--- config.mk ---
export PLATFORM = sky130hd
export DESIGN_NAME = uart_rx
export DESIGN_NICKNAME = d
export VERILOG_FILES = /design/src/rtl/uart_pkg.sv /design/src/rtl/bit_sync.sv /design/src/rtl/uart_rx.sv
export SDC_FILE = /design/constraint.sdc
export NUM_CORES = 1
export LEC_CHECK = 0
export CORE_MARGIN = 8
export CORE_UTILIZATION = 43
export DETAILED_ROUTE_END_ITERATION = 16
export HOLD_SLACK_MARGIN = 0.02
export SLEW_MARGIN = 20
export SYNTH_ARGS = -nofsm -noshare
export SYNTH_HDL_FRONTEND = slang
export SYNTH_SLANG_ARGS = --single-unit
--- constraint.sdc ---
create_clock -name clk -period 2.9 [get_ports clk]
set_clock_uncertainty 0.15 [all_clocks]
set_input_delay 0.58 -clock clk [delete_from_list [all_inputs] [get_ports clk]]
set_output_delay 0.58 -clock clk [all_outputs]
set_load 0.03 [all_outputs]
--- src/rtl/uart_pkg.sv ---
// rtl/uart_pkg.sv - shared UART types and defaults for the receive and future transmit paths
package uart_pkg;

  localparam int UART_CLKS_PER_BIT_DEFAULT = 52;

  typedef enum logic [2:0] {
    IDLE   = 3'd0,
    START  = 3'd1,
    DATA   = 3'd2,
    PARITY = 3'd3,
    STOP   = 3'd4,
    BREAK  = 3'd5
  } uart_rx_state_e;

endpackage

--- src/rtl/bit_sync.sv ---
// rtl/bit_sync.sv - two-flop synchroniser for a single asynchronous bit, reset value parametrised
module bit_sync #(
  parameter logic RESET_VAL = 1'b1
) (
  input  logic clk,
  input  logic rst_n,
  input  logic d,
  output logic q
);

  logic meta;

  always_ff @(posedge clk or negedge rst_n) begin
    if (!rst_n) begin
      meta <= RESET_VAL;
      q    <= RESET_VAL;
    end else begin
      meta <= d;
      q    <= meta;
    end
  end

endmodule

--- src/rtl/uart_rx.sv ---
// rtl/uart_rx.sv - oversampling UART receiver with valid/ack hold and overrun detect
// Optional parity bit compiled in with UART_RX_PARITY_EN.
module uart_rx
  import uart_pkg::*;
#(
  parameter int CLKS_PER_BIT = UART_CLKS_PER_BIT_DEFAULT,
  parameter int DATA_BITS    = 8,
  parameter int PARITY_ODD   = 0
) (
  input  logic                 clk,
  input  logic                 rst_n,
  input  logic                 uart_data,
  input  logic                 rx_ack,
  output logic [DATA_BITS-1:0] rx_data,
  output logic                 rx_valid,
  output logic                 frame_err,
  output logic                 parity_err,
  output logic                 overrun,
  output logic                 busy
);

  localparam int HALF = CLKS_PER_BIT / 2;
  localparam int CW   = $clog2(CLKS_PER_BIT);
  localparam int IW   = $clog2(DATA_BITS);
  localparam logic [CW-1:0] CNT_HALF = CW'(HALF - 1);
  localparam logic [CW-1:0] CNT_FULL = CW'(CLKS_PER_BIT - 1);
  localparam logic [IW-1:0] IDX_LAST = IW'(DATA_BITS - 1);

  if (CLKS_PER_BIT < 4) begin : g_chk_cpb
    $error("uart_rx: CLKS_PER_BIT must be at least 4");
  end
  if (DATA_BITS < 5 || DATA_BITS > 9) begin : g_chk_bits
    $error("uart_rx: DATA_BITS must be within 5..9");
  end
  if (PARITY_ODD < 0 || PARITY_ODD > 1) begin : g_chk_odd
    $error("uart_rx: PARITY_ODD must be 0 or 1");
  end

  uart_rx_state_e       state;
  logic [CW-1:0]        cnt;
  logic [IW-1:0]        idx;
  logic [DATA_BITS-1:0] shreg;
  logic                 rx_s;
  logic                 tick;
  logic                 done;

  bit_sync #(.RESET_VAL(1'b1)) u_sync (
    .clk   (clk),
    .rst_n (rst_n),
    .d     (uart_data),
    .q     (rx_s)
  );

  assign tick = (cnt == '0);
  assign done = (state == STOP) && tick;
  assign busy = (state != IDLE);

`ifdef UART_RX_PARITY_EN
  logic mism;
  logic parity_err_q;
  assign parity_err = parity_err_q;
`else
  assign parity_err = 1'b0;
`endif

  always_ff @(posedge clk or negedge rst_n) begin
    if (!rst_n) begin
      state     <= IDLE;
      cnt       <= '0;
      idx       <= '0;
      shreg     <= '0;
      rx_data   <= '0;
      rx_valid  <= 1'b0;
      frame_err <= 1'b0;
      overrun   <= 1'b0;
`ifdef UART_RX_PARITY_EN
      mism         <= 1'b0;
      parity_err_q <= 1'b0;
`endif
    end else begin
      if (!tick) cnt <= cnt - 1'b1;

      // Ack only clears when no new word lands on the same edge.
      if (rx_ack && rx_valid && !done) begin
        rx_valid  <= 1'b0;
        overrun   <= 1'b0;
        frame_err <= 1'b0;
`ifdef UART_RX_PARITY_EN
        parity_err_q <= 1'b0;
`endif
      end

      case (state)
        IDLE: begin
          if (!rx_s) begin
            state <= START;
            cnt   <= CNT_HALF;
          end
        end
        START: begin
          if (tick) begin
            if (rx_s) begin
              state <= IDLE;
            end else begin
              state <= DATA;
              cnt   <= CNT_FULL;
              idx   <= '0;
            end
          end
        end
        DATA: begin
          if (tick) begin
            shreg <= {rx_s, shreg[DATA_BITS-1:1]};
            cnt   <= CNT_FULL;
            idx   <= idx + 1'b1;
            if (idx == IDX_LAST) begin
`ifdef UART_RX_PARITY_EN
              state <= PARITY;
`else
              state <= STOP;
`endif
            end
          end
        end
`ifdef UART_RX_PARITY_EN
        PARITY: begin
          if (tick) begin
            mism  <= rx_s != ((^shreg) ^ (PARITY_ODD != 0));
            state <= STOP;
            cnt   <= CNT_FULL;
          end
        end
`endif
        STOP: begin
          if (tick) begin
            rx_data   <= shreg;
            frame_err <= !rx_s;
            rx_valid  <= 1'b1;
            overrun   <= rx_valid && !rx_ack;
`ifdef UART_RX_PARITY_EN
            parity_err_q <= mism;
`endif
            state <= rx_s ? IDLE : BREAK;
          end
        end
        BREAK: begin
          if (rx_s) state <= IDLE;
        end
        default: state <= IDLE;
      endcase
    end
  end

endmodule

==> results.md, run 1 <==
- Worst path arrival time: 1.91 ns
- Yosys warning count: 0
- Mapped Area: 1510 um2
- H-tree depth: 2
- Distinct cells, synth: 32
- Clock latency at the later pin of the worst-skew pair: 0.33 ns
- Fin. max-slew vios: 0
- RSZ-0062 raised after global routing: false
- Vias: 986
- Tcrit/Tclk final: 0.912
- Mean post-synth cell area: 12.5 um2
- Cell area after layout: 1810 um2
- Critical path class: flop to primary output
- Post-Syn Instances: 121
- Sink Count: 33
- Register area: 828 um2
- Max Cap Viol: 0
- Status: complete, no violations
- Synth Register Bits: 33
- # DRC: 0
- Fin. Hold Viols: 0
- Pleak: 0.831 nW
- Worst Hold Class: flop to flop
- Drt total wl: 2710 um
- Multi-input logic area: 626 um2
- Tot Pwr: 1.24 mW
- Root buffer cell: clkbuf_4
- First-pass GRT wire length: 4770 um
- Critical Path Source Type: flop
- Top cell types by occurrence after synthesis: dfrtp_1, mux2_2, a21oi_1
- Die H: 75.2 um
- Share of cells above drive strength 1: 0.264
- Initial DRT Pass Iterations: 4
- TritonCTS buffer count: 5
- Synth top area cells: dfrtp_1, mux2_2, dfstp_2
- Fillers: 312
- Ys async rst share: 1.00
- GRT overflow: 0
- Cell taking the most area after synthesis: dfrtp_1
- Post-DP Area: 1720 um2
- Largest net degree at the start of global routing: 34
- Power per cell area: 688 nW/um2
- Post-CTS repair timing setup buffer count: 0
- Initial Util: 0.449
- CP required: 2.17 ns
- Final core utilization: 0.538
- Ant. Diodes: 0
- Worst-path fanout max: 11
- VDD IR max: 0.000299 V
- CTS tree: done
- Dpl hpwl: 1870 um
- Top FF cell, synth: dfrtp_1
- WHS: 0.212 ns
- # rows: 21
- Port Buffer Count: 15
- CORE AREA: 3360 um2
- Nets: 151
- Post-CTS sizing: 0
- CTS Hold Buffers Added: 0
- Synth top area share: 0.514
- Antenna violations before repair: 0
- Vias in the first global route: 1055
- Overall global routing resource usage: 0.112
- Area delta synth->final: 19.9%
- Top-count cell post-synth: dfrtp_1
- Register clock-pin slew on the reported worst setup and hold paths: 0.10 ns
- Ports: 17
- Routability Congestion: 0.782
- Register area share after synthesis: 0.549
- Die ar.: 5660 um2
- Total Neg Setup Slack: 0 ns
- Initial DRC count: 60
- Routed Antenna Nets: 0
- Nature of the critical path endpoint: primary output
- Clock Tree Buf Depth: 2
- Min Tclk post-route: 2.64 ns
- FMAX: 378 MHz
- Drt via density: 5.19
- Syn_nets: 129
- Die W: 75.2 um
- Wire length per cell: 14.3 um
- EDFF count, synth: 0
- Setup violators final: 0
[metrics by stage]
stage / worst slack, ns / cells
6_report: 0.256 / 190
3_3_place_gp: 0.474 / 182
3_5_place_dp: 0.433 / 182
2_1_floorplan: 0.430 / 121
5_1_grt: 0.199 / 190
4_1_cts: 0.251 / 190
[power by group]
part           internal (mW)  switching [mW]  total, mW  leakage (nW)
registers              0.518          0.0788      0.596         0.435
logic                  0.139           0.150      0.289         0.350
clock network          0.206           0.153      0.359        0.0455
total                  0.862           0.383       1.24         0.831
[routing by layer]
layer | vias up | track usage | routed length, um
li1 | 477 | - | -
met2 | 19 | 0.173 | 1270
met3 | 8 | 0.0373 | 120
met5 | - | 0 | 0
met4 | 0 | 0.0640 | 58
met1 | 482 | 0.133 | 1260
[area by class of cell]
cell class | count | area share
inverters | 6 | 0.0138
multi-input cells | 77 | 0.346
clock buffers | 7 | 0.0304
well taps | 46 | 0.0318
repair buffers | 20 | 0.104
flip-flops and latches | 33 | 0.458
clock inverters | 1 | 0.0166
[cell families after synthesis]
group	synth area share
flops	0.549
xor+xnor	0.0116
fa+ha+maj	0.0332
buf+inv	0.0365
other cells	0.00249
simple gates	0.127
mux	0.147
compound gates	0.0937
[layout by cell type, fill, tap and decap left out, types with 2 or more instances in the layout]
master	n
nor2b_1	2
dfstp_2	2
o22ai_1	2
a22o_1	2
nor3_4	2
a211oi_1	2
nor2_1	5
or3_1	4
nand2_1	5
clkdlybuf4s50_1	15
clkbuf_4	5
buf_4	5
mux2i_1	3
dfrtp_1	31
xnor2_1	2
o31ai_1	2
a21oi_1	9
inv_1	5
nor3_1	4
or3b_2	2
a21o_1	2
ha_1	4
mux2_2	17
[state kept, by name, summed over array words and instances, names as in the netlist]
name	count
cnt	6
u_sync.meta	1
rx_valid	1
rx_data	8
state	3
frame_err	1
overrun	1
idx	3
shreg	8
u_sync.q	1
[critical path: stages, from the launching register on]
cell	delay, ns
dfrtp_1	0.50
or3_1	0.47
clkdlybuf4s50_1	0.63
[worst paths after layout]
kind	from	to	slack (ns)	cells past startpoint
setup / recovery	state[1]	busy	0.26	2
hold / removal	u_sync.meta	u_sync.q	0.21	0
setup reg to reg	cnt[0]	cnt[0]	0.41	9
hold reg to reg	u_sync.meta	u_sync.q	0.21	0
max in group asynchronous	rst_n	u_sync.meta	1.79	2
min in group asynchronous	rst_n	cnt[2]	0.49	2
Note: power is estimated with default switching activity, not from simulation.
==> inputs of run 2 (changes only) <==
CORE_ASPECT_RATIO = 0.8   (was default)
REMOVE_ABC_BUFFERS = 1   (was default)
==> run 2 against run 1 <==
  * Die area rose by 0.20%
  * Core utilization is 0.68 points lower
  * Critical path type unchanged
  * Flip-flop and latch count unchanged
  * Global-route usage down 0.31 points
  * Largest cell class unchanged
  * Via count down 0.71%
  * Setup slack gained 0.093 ns
  * Register-to-register slack got worse by 0.06 ns
  * Total power is 1.3% lower
  * Clock-buffer cell count did not move
==> results.md, run 2 (synthesized netlist as in run 1, its figures left out) <==
- Die W: 82.2 um
- H-tree depth: 2
- First-pass GRT wire length: 4650 um
- Overall global routing resource usage: 0.109
- Sink Count: 33
- Wire length per cell: 14.2 um
- Status: complete, no violations
- Worst-path fanout max: 11
- FMAX: 392 MHz
- Root buffer cell: clkbuf_8
- Vias: 979
- Biggest regs: rx_data x8, shreg x8, cnt x6
- GRT overflow: 0
- Initial DRC count: 32
- Final core utilization: 0.531
- Die H: 69.0 um
- Worst Hold Class: flop to flop
- Fin. max-slew vios: 0
- Largest net degree at the start of global routing: 34
- VDD IR max: 0.000308 V
- Drt total wl: 2630 um
- Vias in the first global route: 990
- Post-CTS sizing: 0
- Flop2flop setup slack: 0.35 ns
- Clock latency at the later pin of the worst-skew pair: 0.28 ns
- Post-CTS repair timing setup buffer count: 0
- Tot Pwr: 1.23 mW
- Share of cells above drive strength 1: 0.259
- Critical Path Source Type: flop
- Post-DP Area: 1720 um2
- Ports: 17
- TritonCTS buffer count: 5
- Commonest non-fill, non-tap cell in the layout: dfrtp_1
- # DRC: 0
- Initial DRT Pass Iterations: 4
- Initial Util: 0.444
- Critical path class: flop to primary output
- Min Tclk post-route: 2.55 ns
- RSZ-0062 raised after global routing: false
- CTS Hold Buffers Added: 0
- Antenna violations before repair: 0
- Area delta synth->final: 19.7%
- Worst path arrival time: 1.82 ns
- Ant. Diodes: 0
- Pleak: 0.829 nW
- Tcrit/Tclk final: 0.880
- Critical Path Slowest Stage Cell: clkdlybuf4s50_1
- Fillers: 294
- CTS tree: done
- Die ar.: 5670 um2
- Max Cap Viol: 0
- Total Neg Setup Slack: 0 ns
- Cell area after layout: 1810 um2
- Crit path largest cell delay: 0.62 ns
- Nets: 151
- Drt via density: 5.29
- Fin. Hold Viols: 0
- # rows: 19
- CP required: 2.17 ns
- Nature of the critical path endpoint: primary output
- Register clock-pin slew on the reported worst setup and hold paths: 0.06 ns
- Setup violators final: 0
- Port Buffer Count: 15
- Dpl hpwl: 1870 um
- Routed Antenna Nets: 0
- Worst-path cell chain: or3_1 > clkdlybuf4s50_1
- Most frequent cells in the layout: dfrtp_1, mux2_2, clkdlybuf4s50_1
- Power per cell area: 680 nW/um2
- CORE AREA: 3400 um2
- Clock Tree Buf Depth: 2
- Routability Congestion: 0.775
[run 2: changes by cell type in the layout (fill, tap and decap cells not counted)]
cell,before,now
clkbuf_4,5,0
clkbuf_8,1,6
bufinv_16,1,0
[run 2: per-layer routing]
metal	wire, um	share of wire	vias to the layer above	track usage
met2	1080	0.41	25	0.145
met5	0	0	-	0
li1	-	-	474	-
met3	200	0.076	5	0.0466
met1	1330	0.50	475	0.147
met4	32	0.012	0	0.0524
[run 2: path summary, 6_finish.rpt]
check	startpoint	endpoint	depth (start not counted)
min in group asynchronous	rst_n	cnt[3]	2
min reg2reg	u_sync.meta	u_sync.q	0
max in group asynchronous	rst_n	u_sync.q	2
max reg2reg	cnt[0]	cnt[0]	10
max	state[1]	busy	2
min	u_sync.meta	u_sync.q	0
[run 2: worst max-delay path, delay by kind of cell, from the launching register on]
family	cells	cell delay [ns]
AND/OR/NAND/NOR	1	0.45
buffers and inverters	1	0.62
flip-flops	1	0.48
[run 2: power breakdown]
part / total (mW) / leakage, nW / internal, mW / switching (mW)
Sequential: 0.598 / 0.435 / 0.519 / 0.0797
Combinational: 0.289 / 0.350 / 0.139 / 0.149
Clock: 0.342 / 0.0443 / 0.188 / 0.154
Total: 1.23 / 0.829 / 0.846 / 0.383
[run 2: final cells by class]
cell class	count	area, um2	share of cell area
Timing Repair Buffer	20	188	0.104
Tap cell	42	52.6	0.0291
Sequential cell	33	828	0.459
Inverter	6	25.0	0.0139
Multi-Input combinational cell	77	626	0.347
Clock buffer	7	86.3	0.0478
[run 2: metrics by stage]
stage	worst slack (ns)	std cells	hold slack, ns
after floorplan	0.430	116	0.134
after global placement	0.479	178	0.199
after detailed placement	0.374	178	0.201
after CTS	0.334	185	0.211
after global routing	0.211	185	0.217
final	0.349	185	0.211
==> inputs of run 3 (changes only) <==
CTS_BUF_LIST = sky130_fd_sc_hd__clkbuf_16   (was default)
SETUP_SLACK_MARGIN = 0.15   (was default)
==> run 3 against run 2 <==
  * Cell count did not move
  * Register-to-register slack improved by 0.02 ns
  * Die area stayed put
  * Clock-buffer cell count shrank 2
  * Via count increased by 1.5%
  * Sequential power about the same
  * Total power rose by 11%
  * Routed wire length rose by 2.8%
  * Core utilization rose by 1.4 points
  * Critical path type unchanged
  * Critical endpoint unchanged
  * Largest power group unchanged
==> results.md, run 3 (synthesized netlist as in run 1, its figures left out) <==
- Nets: 151
- Initial Util: 0.444
- M2 GR Usage: 0.153
- # placed instances: 178
- Ports: 17
- Antenna violations before repair: 0
- Sink Count: 33
- Min Tclk post-route: 2.54 ns
- Wire length per cell: 14.6 um
- CTS Hold Buffers Added: 0
- Worst path arrival time: 1.81 ns
- Die H: 69.0 um
- GR peak layer: met2
- RSZ-0062 raised after global routing: false
- Clock Tree Buf Depth: 2
- Status: complete, no violations
- Vias in the first global route: 1035
- Area delta synth->final: 22.7%
- Critical Path Slowest Stage Cell: clkdlybuf4s50_1
- H-tree depth: 2
- Commonest non-fill, non-tap cell in the layout: dfrtp_1
- Worst-path cell chain: or3_1 > clkdlybuf4s50_1
- Post-CTS sizing: 0
- CTS tree: done
- Initial DRC count: 38
- Finished Layout Cells: 185
- Port Buffer Count: 15
- Power per cell area: 738 nW/um2
- Crit path largest cell delay: 0.62 ns
- Final core utilization: 0.545
- CP required: 2.17 ns
- Routability Congestion: 0.775
- Fin. max-slew vios: 0
- # DRC: 0
- Initial DRT Pass Iterations: 4
- Drt total wl: 2710 um
- # rows: 19
- Register clock-pin slew on the reported worst setup and hold paths: 0.05 ns
- Cell area after layout: 1850 um2
- Drt via density: 5.37
- Max Cap Viol: 0
- GRT overflow: 0
- Tcrit/Tclk final: 0.877
- Biggest regs: rx_data x8, shreg x8, cnt x6
- CP delay by family, top: buffers and inverters
- Routed Antenna Nets: 0
- Met3 Use GR: 0.0427
- Critical Path Source Type: flop
- Overall global routing resource usage: 0.112
- Dpl hpwl: 1870 um
- Total Neg Setup Slack: 0 ns
- FMAX: 393 MHz
- Grt met1 use: 0.149
- Most frequent cells in the layout: dfrtp_1, mux2_2, clkdlybuf4s50_1
- CP Launch Point: state[1]
- Ant. Diodes: 0
- First-pass GRT wire length: 4750 um
- Nature of the critical path endpoint: primary output
- Setup violators final: 0
- Root buffer cell: clkbuf_16
- Clock latency at the later pin of the worst-skew pair: 0.27 ns
- Buf+Inv Stages, Crit Path: 1
- VDD IR max: 0.000336 V
- Pleak: 0.854 nW
- Worst-path fanout max: 11
- Die ar.: 5670 um2
- CORE AREA: 3400 um2
- Largest net degree at the start of global routing: 34
- TritonCTS buffer count: 5
- Share of cells above drive strength 1: 0.252
- Post-DP Area: 1720 um2
- Fillers: 287
- Die W: 82.2 um
- Fin. Hold Viols: 0
- FF-to-FF Start: cnt[0]
- Critical path class: flop to primary output
- Post-CTS repair timing setup buffer count: 0
- HP Start: u_sync.meta
- Vias: 994
- Worst Hold Class: flop to flop
[run 3: path summary, 6_finish.rpt]
check	endpoint	slack, ns	cells past startpoint
min	u_sync.q	0.21	0
min in group asynchronous	cnt[3]	0.55	2
min reg2reg	u_sync.q	0.21	0
max reg2reg	cnt[0]	0.37	10
max	busy	0.36	2
max in group asynchronous	u_sync.meta	1.71	2
[run 3: final cells by class]
| class | instances | area [um2] | share of cell area |
|---|---|---|---|
| clock inverters | 2 | 7.51 | 0.00405 |
| well taps | 42 | 52.6 | 0.0284 |
| inverters | 6 | 25.0 | 0.0135 |
| multi-input cells | 77 | 626 | 0.338 |
| flip-flops and latches | 33 | 828 | 0.447 |
| repair buffers | 20 | 188 | 0.101 |
| clock buffers | 5 | 125 | 0.0676 |
[run 3: report_power, final]
part | total [mW] | internal [mW] | switching (mW)
logic | 0.290 | 0.139 | 0.151
registers | 0.598 | 0.520 | 0.0789
clock network | 0.477 | 0.306 | 0.171
total | 1.37 | 0.965 | 0.401
[run 3: per-stage QoR]
| step | power (mW) | hold slack (ns) | worst slack [ns] |
|---|---|---|---|
| final | 1.37 | 0.206 | 0.358 |
| after global routing | 1.45 | 0.214 | 0.199 |
| after CTS | 1.38 | 0.209 | 0.343 |
| after detailed placement | 0.894 | 0.201 | 0.374 |
| after global placement | 0.884 | 0.199 | 0.479 |
| after floorplan | 0.812 | 0.134 | 0.430 |
[run 3: worst reg2reg max path, stage by stage, from the launching register on]
cell and delay, ns:
dfrtp_1 0.41, inv_1 0.07, ha_1 0.19, or3b_4 0.44
nor3_4 0.19, inv_4 0.10, ha_1 0.30, nor2b_1 0.16
nor3_1 0.06, a211oi_1 0.23, a31oi_1 0.10
[run 3: metal layers]
layer | up-vias | part of all wire
met5 | - | 0
met3 | 5 | 0.062
met4 | 0 | 0.014
li1 | 475 | -
met2 | 22 | 0.42
met1 | 492 | 0.50
